`config.mk`:
```
export PLATFORM = sky130hd
export DESIGN_NAME = lpc_capture_sched
export DESIGN_NICKNAME = d
export VERILOG_FILES = /design/src/rtl/lpc_capture_sched_pkg.sv /design/src/rtl/lpc_sync_fifo.sv /design/src/rtl/lpc_capture_sched.sv
export SDC_FILE = /design/constraint.sdc
export NUM_CORES = 1
export LEC_CHECK = 0
export CAP_MARGIN = 20
export CORE_MARGIN = 3
export CORE_UTILIZATION = 55
export CTS_BUF_LIST = sky130_fd_sc_hd__clkbuf_2
export CTS_CLUSTER_DIAMETER = 200
export DETAILED_ROUTE_END_ITERATION = 8
export PLACE_DENSITY = 0.74
export SYNTH_ARGS = -nofsm -noshare
export SYNTH_HDL_FRONTEND = slang
export SYNTH_SLANG_ARGS = --single-unit
```
`constraint.sdc`:
```
create_clock -name clk_i -period 5.7 [get_ports clk_i]
set_input_delay 0.57 -clock clk_i [delete_from_list [all_inputs] [get_ports clk_i]]
set_output_delay 0.57 -clock clk_i [all_outputs]
set_load 0.05 [all_outputs]
```
`src/rtl/lpc_capture_sched_pkg.sv`:
```
// Shared definitions for the LPC capture scheduler: record layout, cycle codes,
// FSM encodings and the address-window helper.
package lpc_capture_sched_pkg;

    typedef enum logic [1:0] {
        SCHED_IDLE  = 2'b00,
        SCHED_RUN   = 2'b01,
        SCHED_DRAIN = 2'b10,
        SCHED_BAD   = 2'b11
    } sched_state_e;

    localparam logic [1:0] CYC_NONE = 2'b00;
    localparam logic [1:0] CYC_WR   = 2'b01;
    localparam logic [1:0] CYC_RD   = 2'b11;

    // Record as delivered by lpc_periph: addr [27:12], data [11:4], type [1:0]
    typedef struct packed {
        logic [3:0]  rsvd_hi;
        logic [15:0] addr;
        logic [7:0]  data;
        logic [1:0]  rsvd_lo;
        logic [1:0]  cyc;
    } lpc_rec_t;

    // lo > hi disables the window so every address passes
    function automatic logic addr_pass(input logic [15:0] addr,
                                       input logic [15:0] lo,
                                       input logic [15:0] hi);
        return (lo > hi) || ((addr >= lo) && (addr <= hi));
    endfunction

endpackage

```
`src/rtl/lpc_sync_fifo.sv`:
```
// Synchronous first-word-fall-through FIFO. A push while full is taken only
// when a pop frees a slot on the same edge.
module lpc_sync_fifo #(
    parameter int DEPTH = 16,
    parameter int AW    = 4,
    parameter int W     = 32
) (
    input  logic          clk_i,
    input  logic          nrst_i,
    input  logic          push,
    input  logic [W-1:0]  din,
    input  logic          pop,
    output logic [W-1:0]  dout,
    output logic          full,
    output logic          empty,
    output logic [AW:0]   level
);

    localparam logic [AW:0] FULL_LVL = (AW+1)'(DEPTH);

    logic [W-1:0] mem [DEPTH];
    logic [AW:0]  wr_ptr, rd_ptr;
    logic         do_push, do_pop;

    assign level   = wr_ptr - rd_ptr;
    assign full    = (level == FULL_LVL);
    assign empty   = (level == '0);
    assign do_pop  = pop & ~empty;
    assign do_push = push & (~full | do_pop);
    assign dout    = empty ? '0 : mem[rd_ptr[AW-1:0]];

    always_ff @(posedge clk_i or negedge nrst_i) begin
        if (!nrst_i) begin
            wr_ptr <= '0;
            rd_ptr <= '0;
        end else begin
            if (do_push) wr_ptr <= wr_ptr + 1'b1;
            if (do_pop)  rd_ptr <= rd_ptr + 1'b1;
        end
    end

    always_ff @(posedge clk_i) begin
        if (do_push) mem[wr_ptr[AW-1:0]] <= din;
    end

endmodule

```
`src/rtl/lpc_capture_sched.sv`:
```
// Captures LPC cycle records on READY rising edges, filters them by type and
// address window, queues them and drains them over a valid/ready stream.
module lpc_capture_sched
    import lpc_capture_sched_pkg::*;
#(
    parameter int DEPTH = 16,
    parameter int AW    = 4
) (
    input  logic          clk_i,
    input  logic          nrst_i,
    input  logic [31:0]   rec_i,
    input  logic          rec_rdy_i,
    input  logic          cfg_en_i,
    input  logic          cfg_drop_rd_i,
    input  logic          cfg_drop_wr_i,
    input  logic [15:0]   cfg_addr_lo_i,
    input  logic [15:0]   cfg_addr_hi_i,
    input  logic          ovf_clr_i,
    output logic [31:0]   m_tdata_o,
    output logic          m_tvalid_o,
    input  logic          m_tready_i,
    output logic [AW:0]   level_o,
    output logic [15:0]   ovf_cnt_o,
    output logic [1:0]    state_o,
    output logic          busy_o
);

    sched_state_e state, state_nxt;
    lpc_rec_t     rec;
    logic         rec_rdy_q;
    logic         offer, accept, pop, ovf_evt;
    logic         fifo_full, fifo_empty;

    assign rec   = lpc_rec_t'(rec_i);
    assign offer = rec_rdy_i & ~rec_rdy_q;

    assign accept = offer && (state == SCHED_RUN)
                    && (rec.cyc != CYC_NONE)
                    && !((rec.cyc == CYC_RD) && cfg_drop_rd_i)
                    && !((rec.cyc == CYC_WR) && cfg_drop_wr_i)
                    && addr_pass(rec.addr, cfg_addr_lo_i, cfg_addr_hi_i);

    assign pop     = m_tvalid_o & m_tready_i;
    assign ovf_evt = accept & fifo_full & ~pop;

    lpc_sync_fifo #(.DEPTH(DEPTH), .AW(AW), .W(32)) u_fifo (
        .clk_i  (clk_i),
        .nrst_i (nrst_i),
        .push   (accept),
        .din    (rec_i),
        .pop    (pop),
        .dout   (m_tdata_o),
        .full   (fifo_full),
        .empty  (fifo_empty),
        .level  (level_o)
    );

    assign m_tvalid_o = ~fifo_empty;

    always_ff @(posedge clk_i or negedge nrst_i) begin
        if (!nrst_i) begin
            rec_rdy_q <= 1'b0;
            ovf_cnt_o <= '0;
            state     <= SCHED_IDLE;
        end else begin
            rec_rdy_q <= rec_rdy_i;
            state     <= state_nxt;
            // clear takes priority over a coincident overflow
            if (ovf_clr_i)
                ovf_cnt_o <= '0;
            else if (ovf_evt && ovf_cnt_o != 16'hFFFF)
                ovf_cnt_o <= ovf_cnt_o + 16'd1;
        end
    end

    always_comb begin
        state_nxt = state;
        case (state)
            SCHED_IDLE:  if (cfg_en_i) state_nxt = SCHED_RUN;
            SCHED_RUN:   if (!cfg_en_i) state_nxt = SCHED_DRAIN;
            SCHED_DRAIN: begin
                if (cfg_en_i)             state_nxt = SCHED_RUN;
                else if (level_o == '0)   state_nxt = SCHED_IDLE;
            end
            default:     state_nxt = SCHED_IDLE;
        endcase
    end

    assign state_o = state;
    assign busy_o  = (state != SCHED_IDLE) || (level_o != '0);

endmodule

```
# [After elaboration in Yosys (flattened, before gate mapping)]
# Memory sizes are Yosys's and may differ from the RTL's.
# Index checks and enable logic that the tools add are counted.
[totals] regBits=29 ramBits=512 input_bits=72 output_inout_bits=57 elab_cells=63 mem_count=1
[mem_list] name="u_fifo.mem" depth=16 width=32 rd=1 rd_ports_with_merged_regs=0 wr=1 line_no="lpc_sync_fifo.sv:21" text="logic [W-1:0] mem [DEPTH];"
[op_classes] addsub=4 order_cmp=3 n_eq_ne=9 mux=10 bitwise_logic=11 n_reduce_logical=20
[op_table] op="$mux 16" n=2
[op_table] op="$mux 32" n=1
[op_table] op="$add 16x1->16 const B" n=1
[op_table] op="$ge 16x16->1" n=1
[op_table] op="$gt 16x16->1" n=1
[op_table] op="$le 16x16->1" n=1
[op_table] op="$ne 16x16->1 const B" n=1
[op_table] op="$add 5x1->5 const B" n=2
[op_table] op="$logic_and 1x1->1" n=9
[op_table] op="$mux 2" n=4
[op_table] op="$and 1x1->1" n=6
[op_table] op="$pmux 2 s3" n=1
[op_table] op="$reduce_bool 2->1" n=3
[op_table] op="$eq 5x5->1 const B" n=1
[op_table] op="$logic_not 5->1" n=1
[op_table] op="$reduce_bool 5->1" n=1
[op_table] op="$sub 5x5->5" n=1
[op_table] op="$eq 2x1->1 const B" n=2
[op_table] op="$eq 2x2->1 const B" n=2
[op_table] op="$ne 2x2->1 const B" n=2
[op_table] op="$not 1->1" n=4
[op_table] op="$ne 3x2->1 const B" n=1
[op_table] op="$reduce_and 3->1" n=1
[op_table] op="$logic_not 1->1" n=2
[op_table] op="other kinds (4)" n=6

# [Longest topological paths before layout]
# Gate-level depths: netlist (run 1).
[depth] word_depth=12 ltp_mapped=14 mapped_depth_nobuf=11

# [Modules after synthesis]
# From an unflattened synthesis (run 1), not the netlist that was laid out.
[hier_totals] cells_unflattened=1199 area_unflattened_um2=22551.6
[modules_own_cells] module="lpc_sync_fifo" n_inst=1 cells_each=944 area_per_inst_um2=20374.5 seq_area_each_um2=15625.0
[modules_own_cells] module="lpc_capture_sched" n_inst=1 cells_each=255 area_per_inst_um2=2177.1 seq_area_each_um2=475.5

# [Worst setup path after synthesis (run 1)]
# Ideal clock, no wire load.
[synth_timing] path_type="reg2reg" start="reg u_fifo.rd_ptr[1]" end="mem u_fifo.mem[15][0] (enable)" setup_time_ns=0.465 t_arrival_ns=5.273 t_required_ns=5.235 slack_ns=-0.039 path_stages_with_launch=11 n_path_buf=3 synth_period_minus_slack_ns=5.739 path_cell_list="dfrtp_1 > clkbuf_1 > clkbuf_1 > clkbuf_1 > inv_1 > ha_1 > a21o_1 > a21oi_1 > xnor2_1 > and4bb_2 > nor3_1"
[synth_between] elab_chain_cells=9 elab_cells_between_ends=11 cone_classes="add/sub: 1; eq/ne: 1; mux: 2; bitwise: 6; reduce/logical: 1"
[synth_lines] element="start, declared" line_no="lpc_sync_fifo.sv:22" text="logic [AW:0] wr_ptr, rd_ptr;"
[synth_lines] element="start signal, assigned" line_no="lpc_sync_fifo.sv:38" text="if (do_pop) rd_ptr <= rd_ptr + 1'b1;"
[synth_lines] element="$sub 5x5->5 (*)" line_no="lpc_sync_fifo.sv:25" text="assign level = wr_ptr - rd_ptr;"
[synth_lines] element="named net level_o[3]" line_no="lpc_capture_sched.sv:22" text="output logic [AW:0] level_o,"
[synth_lines] element="$logic_not 5->1" line_no="lpc_sync_fifo.sv:27" text="assign empty = (level == '0);"
[synth_lines] element="$not 1->1" line_no="lpc_sync_fifo.sv:28, lpc_capture_sched.sv:58"
[synth_lines] element="$and 1x1->1" line_no="lpc_capture_sched.sv:43" text="assign pop = m_tvalid_o & m_tready_i;"
[synth_lines] element="$and 1x1->1" line_no="lpc_sync_fifo.sv:28" text="assign do_pop = pop & ~empty;"
[synth_lines] element="$or 1x1->1 (*)" line_no="lpc_sync_fifo.sv:29" text="assign do_push = push & (~full | do_pop);"
[synth_lines] element="$and 1x1->1 (*)" line_no="lpc_sync_fifo.sv:29"
[synth_lines] element="$mux 1 (*)" line_no="lpc_sync_fifo.sv:43" text="if (do_push) mem[wr_ptr[AW-1:0]] <= din;"
[synth_lines] element="$mux 1 (not written as such) (*)" line_no="lpc_sync_fifo.sv:43"
[synth_lines] element="end, declared" line_no="lpc_sync_fifo.sv:21"
# The timed path passes the listed nets; every way through them passes the cells marked *.

# [Worst setup path in the final report (run 1)]
[layout_timing] start="reg u_fifo.rd_ptr[1]" end="out busy_o"
[layout_between] elab_chain_cells=3
[layout_lines] element="$sub 5x5->5" line_no="lpc_sync_fifo.sv:25"
[layout_lines] element="$reduce_bool 5->1" line_no="lpc_capture_sched.sv:90" text="assign busy_o = (state != SCHED_IDLE) || (level_o != '0);"
[layout_lines] element="$logic_or 1x1->1" line_no="lpc_capture_sched.sv:90"
[layout_lines] element="end, declared" line_no="lpc_capture_sched.sv:25" text="output logic busy_o"
# No other way between the ends.

==> results of run 1 <==
## metal layers
layer | track usage (%) | vias to the layer above | part of all wire, %
li1 | - | 5078 | -
met1 | 31.0 | 6048 | 39
met2 | 37.3 | 522 | 50
met3 | 5.65 | 95 | 7.5
met4 | 8.73 | 6 | 2.9
met5 | 0 | - | 0.069
## through the flow
stage | util, % | setup slack, ns
after CTS | 64.4 | 0.344
after global routing | 64.4 | 0.159
after floorplan | - | 0.995
after detailed placement | 61.5 | 0.860
final | 64.5 | 0.533
after global placement | 61.5 | 0.982
## logic make-up after synthesis
group / Yosys count / synth area share, %
flip-flops: 541 / 72.0
multiplexers: 164 / 16.3
AND/OR/NAND/NOR: 138 / 3.99
buffers and inverters: 96 / 1.74
AO/OA/AOI/OAI: 71 / 2.08
adder cells (fa/ha/maj): 59 / 3.34
XOR/XNOR: 13 / 0.509
## how the worst min path moves through the flow
stage / from / cells after the start / endpoint
after global routing: rec_i[24] / 2 / u_fifo.mem[2][24]$_DFFE_PP_
after global placement: u_fifo.wr_ptr[4]$_DFFE_PN0P_ / 1 / u_fifo.wr_ptr[4]$_DFFE_PN0P_
after floorplan: nrst_i / 0 / ovf_cnt_o[0]$_DFFE_PN0P_
after CTS: m_tready_i / 3 / u_fifo.rd_ptr[0]$_DFFE_PN0P_
final: rec_i[18] / 2 / u_fifo.mem[1][18]$_DFFE_PP_
after detailed placement: u_fifo.wr_ptr[4]$_DFFE_PN0P_ / 1 / u_fifo.wr_ptr[4]$_DFFE_PN0P_
## synthesized netlist by cell type (11+ instances only)
| cell | n | share of area (%) |
|---|---|---|
| a21oi_1 | 30 | 0.67 |
| buf_2 | 11 | 0.25 |
| clkbuf_1 | 26 | 0.44 |
| dfrtp_1 | 29 | 3.2 |
| edfxtp_1 | 512 | 69 |
| ha_1 | 58 | 3.2 |
| inv_1 | 46 | 0.77 |
| mux4_2 | 160 | 16 |
| nand2_1 | 15 | 0.25 |
| nand4_1 | 15 | 0.42 |
| nor2b_1 | 36 | 1.0 |
| o21ai_0 | 13 | 0.29 |
| or3_1 | 13 | 0.36 |
## report_power, final
| part | switching [mW] | leakage [nW] | total (mW) | internal (mW) |
|---|---|---|---|---|
| Combinational | 2.57 | 2.96 | 4.56 | 1.99 |
| Sequential | 0.161 | 4.98 | 4.55 | 4.39 |
| Clock | 1.49 | 0.836 | 2.41 | 0.927 |
| Total | 4.22 | 8.78 | 11.5 | 7.30 |
## repair_timing
action                                 4_1_cts  5_1_grt
endpoints found under the hold margin       31        0
setup buffers                                0        0
hold buffers                                 3        0
## final cells by class
class                   instances  share of cell area (%)
diodes                          2                  0.0195
repair buffers                167                    6.83
clock inverters                47                   0.997
flip-flops and latches        541                    62.6
well taps                     525                    2.55
multi-input cells             445                    22.9
inverters                      47                   0.686
clock buffers                 174                    3.39
## critical path: cells and delay by family (launching register included)
family,cells,cell delay [ns]
XOR/XNOR,1,0.14
buffers and inverters,4,1.29
AND/OR/NAND/NOR,2,0.54
adder cells (fa/ha/maj),1,0.31
AO/OA/AOI/OAI,2,0.32
flip-flops,1,0.95
## registers in the layout, indices dropped and copies added, names as in the netlist
register / count
u_fifo.wr_ptr: 5
state_o: 2
rec_rdy_q: 1
ovf_cnt_o: 16
u_fifo.rd_ptr: 5
u_fifo.mem: 512
==> metrics, run 1 <==
most frequent cells in the layout=edfxtp_1 (512), clkbuf_2 (174), mux4_2 (160); Worst Path Required=5.13 ns; wire per inst=25.2 um; crit-path most repeated cell=inv_1; Port Buffers=128; Final Hold Viols=0; commonest non-fill, non-tap cell in the layout=edfxtp_1; fraction of registers with async set/reset=5.36%; root buffer cell=clkbuf_2; final instance area=25700 um2; largest net degree at the start of global routing=116; Finished Layout Cells=1948; Fin Hold WS=0.280 ns; initial drt markers=1082; Reg2Reg Depth=10; DR vias=11700; syn_nets=1213; worst setup path startpoint=u_fifo.rd_ptr[1]$_DFFE_PN0P_; worst-path cell chain=inv_1, ha_1, a21o_1, a21oi_1, xnor2_1, nor3_2, buf_4, inv_1, or3_1, clkdlybuf4s50_1; io pins=129; Worst EP arrival=4.60 ns; Final period util=90.6%; reg-to-reg endpoint=u_fifo.mem[4][25]$_DFFE_PP_; CTS tree=yes; Setup TNS=0 ns; Seq. cell area=16100 um2; final number of setup-violating endpoints=0; peak supply drop=312 uV; sequential share of the synthesized area=72.0%; initial antenna violation count=4; slowest CP cell=dfrtp_4; r2r startpoint=u_fifo.rd_ptr[1]$_DFFE_PN0P_; leakage=8.78 nW; GRT overflow=0; DP Area=24600 um2; unrepaired setup endpoints after global routing=false; Total GRT Usage=23.1%; Clock Path Buffers=3; drt first pass iters=5; Area Overhead vs Synth=15.1%; Post-Synthesis Cell Area=22400 um2; first-pass GRT wire length=74200 um; Chip Width=208 um; post-layout min period=5.17 ns; area taken by multi-input logic gates=5890 um2; clk sink count=541; Max-slew headroom=35.3%; GP Congestion=0.769; initial core utilization=56.0%; Fillers=2696; Post-DRT Antenna Nets=0; Die Ht=208 um; class of the worst hold path=primary input to register; PostCTS Resize Cnt=0; Setup crit start kind=register; H-tree levels=4; number of global-route vias before repair=12200; total power=11.5 mW; Post-Route WL=49100 um; die area=43100 um2; Nets=1468; clk slew on worst S/H paths=0.12 ns; Yosys reg bits=541; Via density=6.03; Critical Path Fanout Max=52; final slew viol count=0; Fmax achieved=194 MHz; Max-Cap Viols=0; Worst Tran Pin Value=0.970 ns; Post-DP HPWL=29200 um; share of post-route cells with drive strength above 1=29.2%; CP Capture Point=busy_o; Post-Syn Instances=1082; Cells after DPL=1722; worst reg2reg setup slack=1.78 ns; number of synthesized flops with an enable pin=512; core area=39900 um2; Yosys Warn Count=0; max incr delay on CP=0.95 ns; library cells used by synthesis=53; worst setup path category=register to output port; num rows=73; Worst Skew=0.0706 ns; Num CTS Buffers=135; Clock Latency Late Sink=1.03 ns; prevailing post-synth register cell=edfxtp_1; CP Capture Type=output port; status=finished, final reports clean; P per Cell Area=448 nW/um2; DR DRC count=0; Syn Area/Cell=20.7 um2
Power figures use the tool's default switching activity.
==> run 2: changes to the inputs <==
Settings changed: CTS_BUF_LIST sky130_fd_sc_hd__clkbuf_2 to unset.
==> metrics, run 2 (same netlist as run 1, synthesis figures left out) <==
Port Buffers=128; share of post-route cells with drive strength above 1=23.8%; critical path's top delay family=buffers and inverters; CP Capture Type=output port; clk slew on worst S/H paths=0.06 ns; clk sink count=541; H-tree levels=2; Post-DRT Antenna Nets=0; die area=43100 um2; Via density=6.20; initial antenna violation count=2; Reg2Reg Depth=10; Max-slew headroom=30.9%; drt first pass iters=5; Final period util=83.2%; crit-path most repeated cell=mux4_2; Final Hold Viols=0; Post-CTS Setup Bufs=0; final slew viol count=0; post-layout min period=4.74 ns; final instance area=26300 um2; wire per inst=27.3 um; GRT overflow=0; Worst Path Required=5.13 ns; fin util=66.0%; Post-Route WL=49700 um; P per Cell Area=482 nW/um2; Reg power frac=35.9%; Clock Path Buffers=3; worst-path cell chain=buf_12, mux4_2, mux4_2, nor2b_1, clkdlybuf4s50_1; Finished Layout Cells=1820; Critical Path Fanout Max=115; leakage=8.81 nW; number of global-route vias before repair=11800; num rows=73; slowest CP cell=clkdlybuf4s50_1; Comb pwr share=36.1%; worst path bufs/invs=2; Nets=1383; core area=39900 um2; unrepaired setup endpoints after global routing=false; Fmax achieved=211 MHz; io pins=129; Net Sw Frac=33.1%; hold buffer count at CTS=0; Worst Skew=0.0138 ns; CTS tree=yes; worst setup path category=register to output port; DR vias=11300; Clk network pwr share=28.1%; Max-Cap Viols=0; DP Area=24600 um2; Cells after DPL=1722; peak supply drop=320 uV; Clock Latency Late Sink=0.59 ns; first-pass GRT wire length=75200 um; Worst EP arrival=4.17 ns; commonest non-fill, non-tap cell in the layout=edfxtp_1; Post-DP HPWL=29200 um; Setup TNS=0 ns; status=finished, final reports clean; initial drt markers=1232; GP Congestion=0.769; max incr delay on CP=0.72 ns; Crit path depth=5; initial core utilization=56.0%; net switching power=4.20 mW; Die Ht=208 um; cell-internal power=8.50 mW; Num CTS Buffers=53; Worst Tran Pin Value=1.04 ns; largest net degree at the start of global routing=116; class of the worst hold path=primary input to asynchronous set/reset pin; Chip Width=208 um; Largest register FFs=512; final number of setup-violating endpoints=0; root buffer cell=clkbuf_16; Fillers=2535; Area Overhead vs Synth=17.9%; most frequent cells in the layout=edfxtp_1 (512), mux4_2 (160), clkdlybuf4s50_1 (128); total power=12.7 mW; Total GRT Usage=23.4%; DR DRC count=0; PostCTS Resize Cnt=0; Setup crit start kind=register
run 2: final cells by class:
class                   count  area, um2  share of cell area (%)
well taps                 525        657                    2.49
inverters                  47        176                   0.670
repair buffers            164       1730                    6.55
multi-input cells         445       5890                    22.4
diodes                      1       2.50                 0.00950
flip-flops and latches    541      16100                    61.1
clock inverters            36        383                    1.45
clock buffers              61       1400                    5.31
run 2: path summary, 6_finish.rpt:
path	start	end	slack [ns]
setup / recovery	u_fifo.rd_ptr[0]$_DFFE_PN0P_	m_tdata_o[12]	0.96
hold / removal	nrst_i	ovf_cnt_o[1]$_DFFE_PN0P_	0.38
setup reg to reg	u_fifo.rd_ptr[1]$_DFFE_PN0P_	u_fifo.mem[4][19]$_DFFE_PP_	1.75
hold reg to reg	u_fifo.wr_ptr[4]$_DFFE_PN0P_	u_fifo.wr_ptr[4]$_DFFE_PN0P_	0.49
max in group asynchronous	nrst_i	u_fifo.rd_ptr[1]$_DFFE_PN0P_	5.00
min in group clk_i	rec_rdy_i	rec_rdy_q$_DFF_PN0_	0.48
run 2: layer usage:
| layer | up-vias | GRT usage (%) | part of all wire, % |
|---|---|---|---|
| li1 | 4820 | - | - |
| met1 | 5871 | 32.4 | 40 |
| met2 | 473 | 37.4 | 49 |
| met3 | 111 | 4.20 | 6.8 |
| met4 | 6 | 9.83 | 4.2 |
| met5 | - | 0.667 | 0.15 |
run 2: power by group through the flow:
| stage | Combinational (mW) | Clock (mW) | Sequential (mW) |
|---|---|---|---|
| after global routing | 4.82 | 3.76 | 4.57 |
| after detailed placement | 4.61 | 0 | 4.64 |
| after global placement | 4.59 | 0 | 4.64 |
| final | 4.58 | 3.57 | 4.55 |
| after CTS | 4.64 | 3.62 | 4.56 |
| after floorplan | 3.32 | 0 | 4.51 |
run 2: through the flow:
| stage | setup WS (ns) | hold WS (ns) |
|---|---|---|
| detailed placement | 0.860 | 0.476 |
| floorplan | 0.995 | 0.274 |
| CTS | 0.889 | 0.363 |
| global placement | 0.982 | 0.481 |
| finish | 0.959 | 0.381 |
| global route | 0.706 | 0.382 |
==> run 3: changes to the inputs <==
Clock period 5.7 ns to 4.78 ns, I/O delays scaled along.
==> metrics, run 3 (same netlist as run 1, synthesis figures left out) <==
CTS tree=yes; post-layout min period=4.47 ns; worst setup margin=0.311 ns; fin util=65.6%; Nets=1391; final instance area=26200 um2; status=finished, final reports clean; largest net degree at the start of global routing=85; Max-Cap Viols=0; Largest register FFs=512; CP Capture Point=busy_o; Fmax achieved=224 MHz; Post-DRT Antenna Nets=0; DP Area=24600 um2; Comb pwr share=37.4%; Setup crit start kind=register; core area=39900 um2; crit-path most repeated cell=inv_1; net switching power=4.81 mW; wire per inst=24.9 um; Clk network pwr share=26.1%; Fillers=2617; Max-slew headroom=35.0%; slowest CP cell=clkdlybuf4s50_1; Worst Skew=0.0105 ns; Post-Route WL=45400 um; final slew viol count=0; Post-DP HPWL=26200 um; Fin Hold WS=0.281 ns; drt first pass iters=5; Area Overhead vs Synth=17.2%; unrepaired setup endpoints after global routing=false; Port Buffers=128; peak supply drop=357 uV; GP Congestion=0.747; Critical Path Fanout Max=34; class of the worst hold path=primary input to asynchronous set/reset pin; hold buffer count at CTS=0; first-pass GRT wire length=70600 um; initial antenna violation count=1; number of global-route vias before repair=11700; worst setup path category=register to output port; reg-to-reg endpoint=u_fifo.mem[12][16]$_DFFE_PP_; clk slew on worst S/H paths=0.06 ns; initial drt markers=740; die area=43100 um2; worst setup path startpoint=u_fifo.wr_ptr[0]$_DFFE_PN0P_; Reg2Reg Depth=12; H-tree levels=2; commonest non-fill, non-tap cell in the layout=edfxtp_1; Net Sw Frac=33.0%; final number of setup-violating endpoints=0; n_diodes=0; P per Cell Area=556 nW/um2; max incr delay on CP=0.70 ns; worst-path cell chain=inv_1, ha_1, fa_1, nor2b_1, o21a_1, nor2_1, xnor2_1, nor3_2, buf_6, inv_1, or3_1, clkdlybuf4s50_1; Worst Path Required=4.30 ns; CP Capture Type=output port; pre-CTS setup slack=0.345 ns; DR vias=11000; io pins=129; worst reg2reg setup slack=1.37 ns; root buffer cell=clkbuf_16; Via density=6.04; Total GRT Usage=21.5%; Final period util=93.5%; clk sink count=541; Num CTS Buffers=52; Reg power frac=36.5%; DR DRC count=0; Worst EP arrival=3.99 ns; Clock Latency Late Sink=0.58 ns; r2r startpoint=u_fifo.wr_ptr[0]$_DFFE_PN0P_; Chip Width=208 um; Clock Path Buffers=3; Setup TNS=0 ns; leakage=8.73 nW; Final Hold Viols=0; share of post-route cells with drive strength above 1=23.4%; initial core utilization=56.0%; Die Ht=208 um; Worst Tran Pin Value=0.975 ns; cell-internal power=9.76 mW; GRT overflow=0; most frequent cells in the layout=edfxtp_1 (512), mux4_2 (160), clkdlybuf4s50_1 (128); num rows=73
-- run 3: per-stage QoR --
stage          cells  total power [mW]
2_1_floorplan   1082              9.33
3_3_place_gp    1731              10.9
3_5_place_dp    1731              10.9
4_1_cts         1828              14.7
5_1_grt         1828              15.2
6_report        1828              14.6
-- run 3: power groups by stage --
stage,registers (mW),clock network [mW],logic (mW)
floorplan,5.37,0,3.96
global placement,5.41,0,5.48
detailed placement,5.41,0,5.52
CTS,5.31,3.87,5.54
global route,5.32,4.08,5.76
finish,5.31,3.80,5.45
-- run 3: layer usage --
layer	global-route usage, %	share of wire [%]
met1	30.6	41
met2	35.7	51
met3	2.96	5.4
met4	6.06	2.1
met5	0	0
-- run 3: worst min path at each step --
stage                                       from                            to  depth (start not counted)
floorplan                                 nrst_i      ovf_cnt_o[0]$_DFFE_PN0P_                          0
global placement    u_fifo.wr_ptr[4]$_DFFE_PN0P_  u_fifo.wr_ptr[4]$_DFFE_PN0P_                          1
detailed placement  u_fifo.wr_ptr[4]$_DFFE_PN0P_  u_fifo.wr_ptr[4]$_DFFE_PN0P_                          1
CTS                                       nrst_i      ovf_cnt_o[1]$_DFFE_PN0P_                          2
global route                              nrst_i      ovf_cnt_o[1]$_DFFE_PN0P_                          2
finish                                    nrst_i      ovf_cnt_o[1]$_DFFE_PN0P_                          2
-- run 3: cell type report --
class | count | area, um2 | share of cell area, %
Timing Repair Buffer | 173 | 1770 | 6.77
Tap cell | 525 | 657 | 2.51
Multi-Input combinational cell | 445 | 5890 | 22.5
Sequential cell | 541 | 16100 | 61.5
Clock buffer | 66 | 1380 | 5.25
Clock inverter | 31 | 203 | 0.774
Inverter | 47 | 176 | 0.674
-- run 3: repair_timing --
item / CTS / global route
setup buffers: 0 / 0
gates resized for setup: 0 / 1
setup endpoints to repair: 0 / 1
-- run 3: critical path: cells and delay by family (launching register included) --
kind | cells | cell delay (ns)
AO/OA/AOI/OAI | 1 | 0.12
XOR/XNOR | 1 | 0.16
flip-flops | 1 | 0.40
buffers and inverters | 4 | 1.35
adder cells (fa/ha/maj) | 2 | 0.64
AND/OR/NAND/NOR | 4 | 0.74
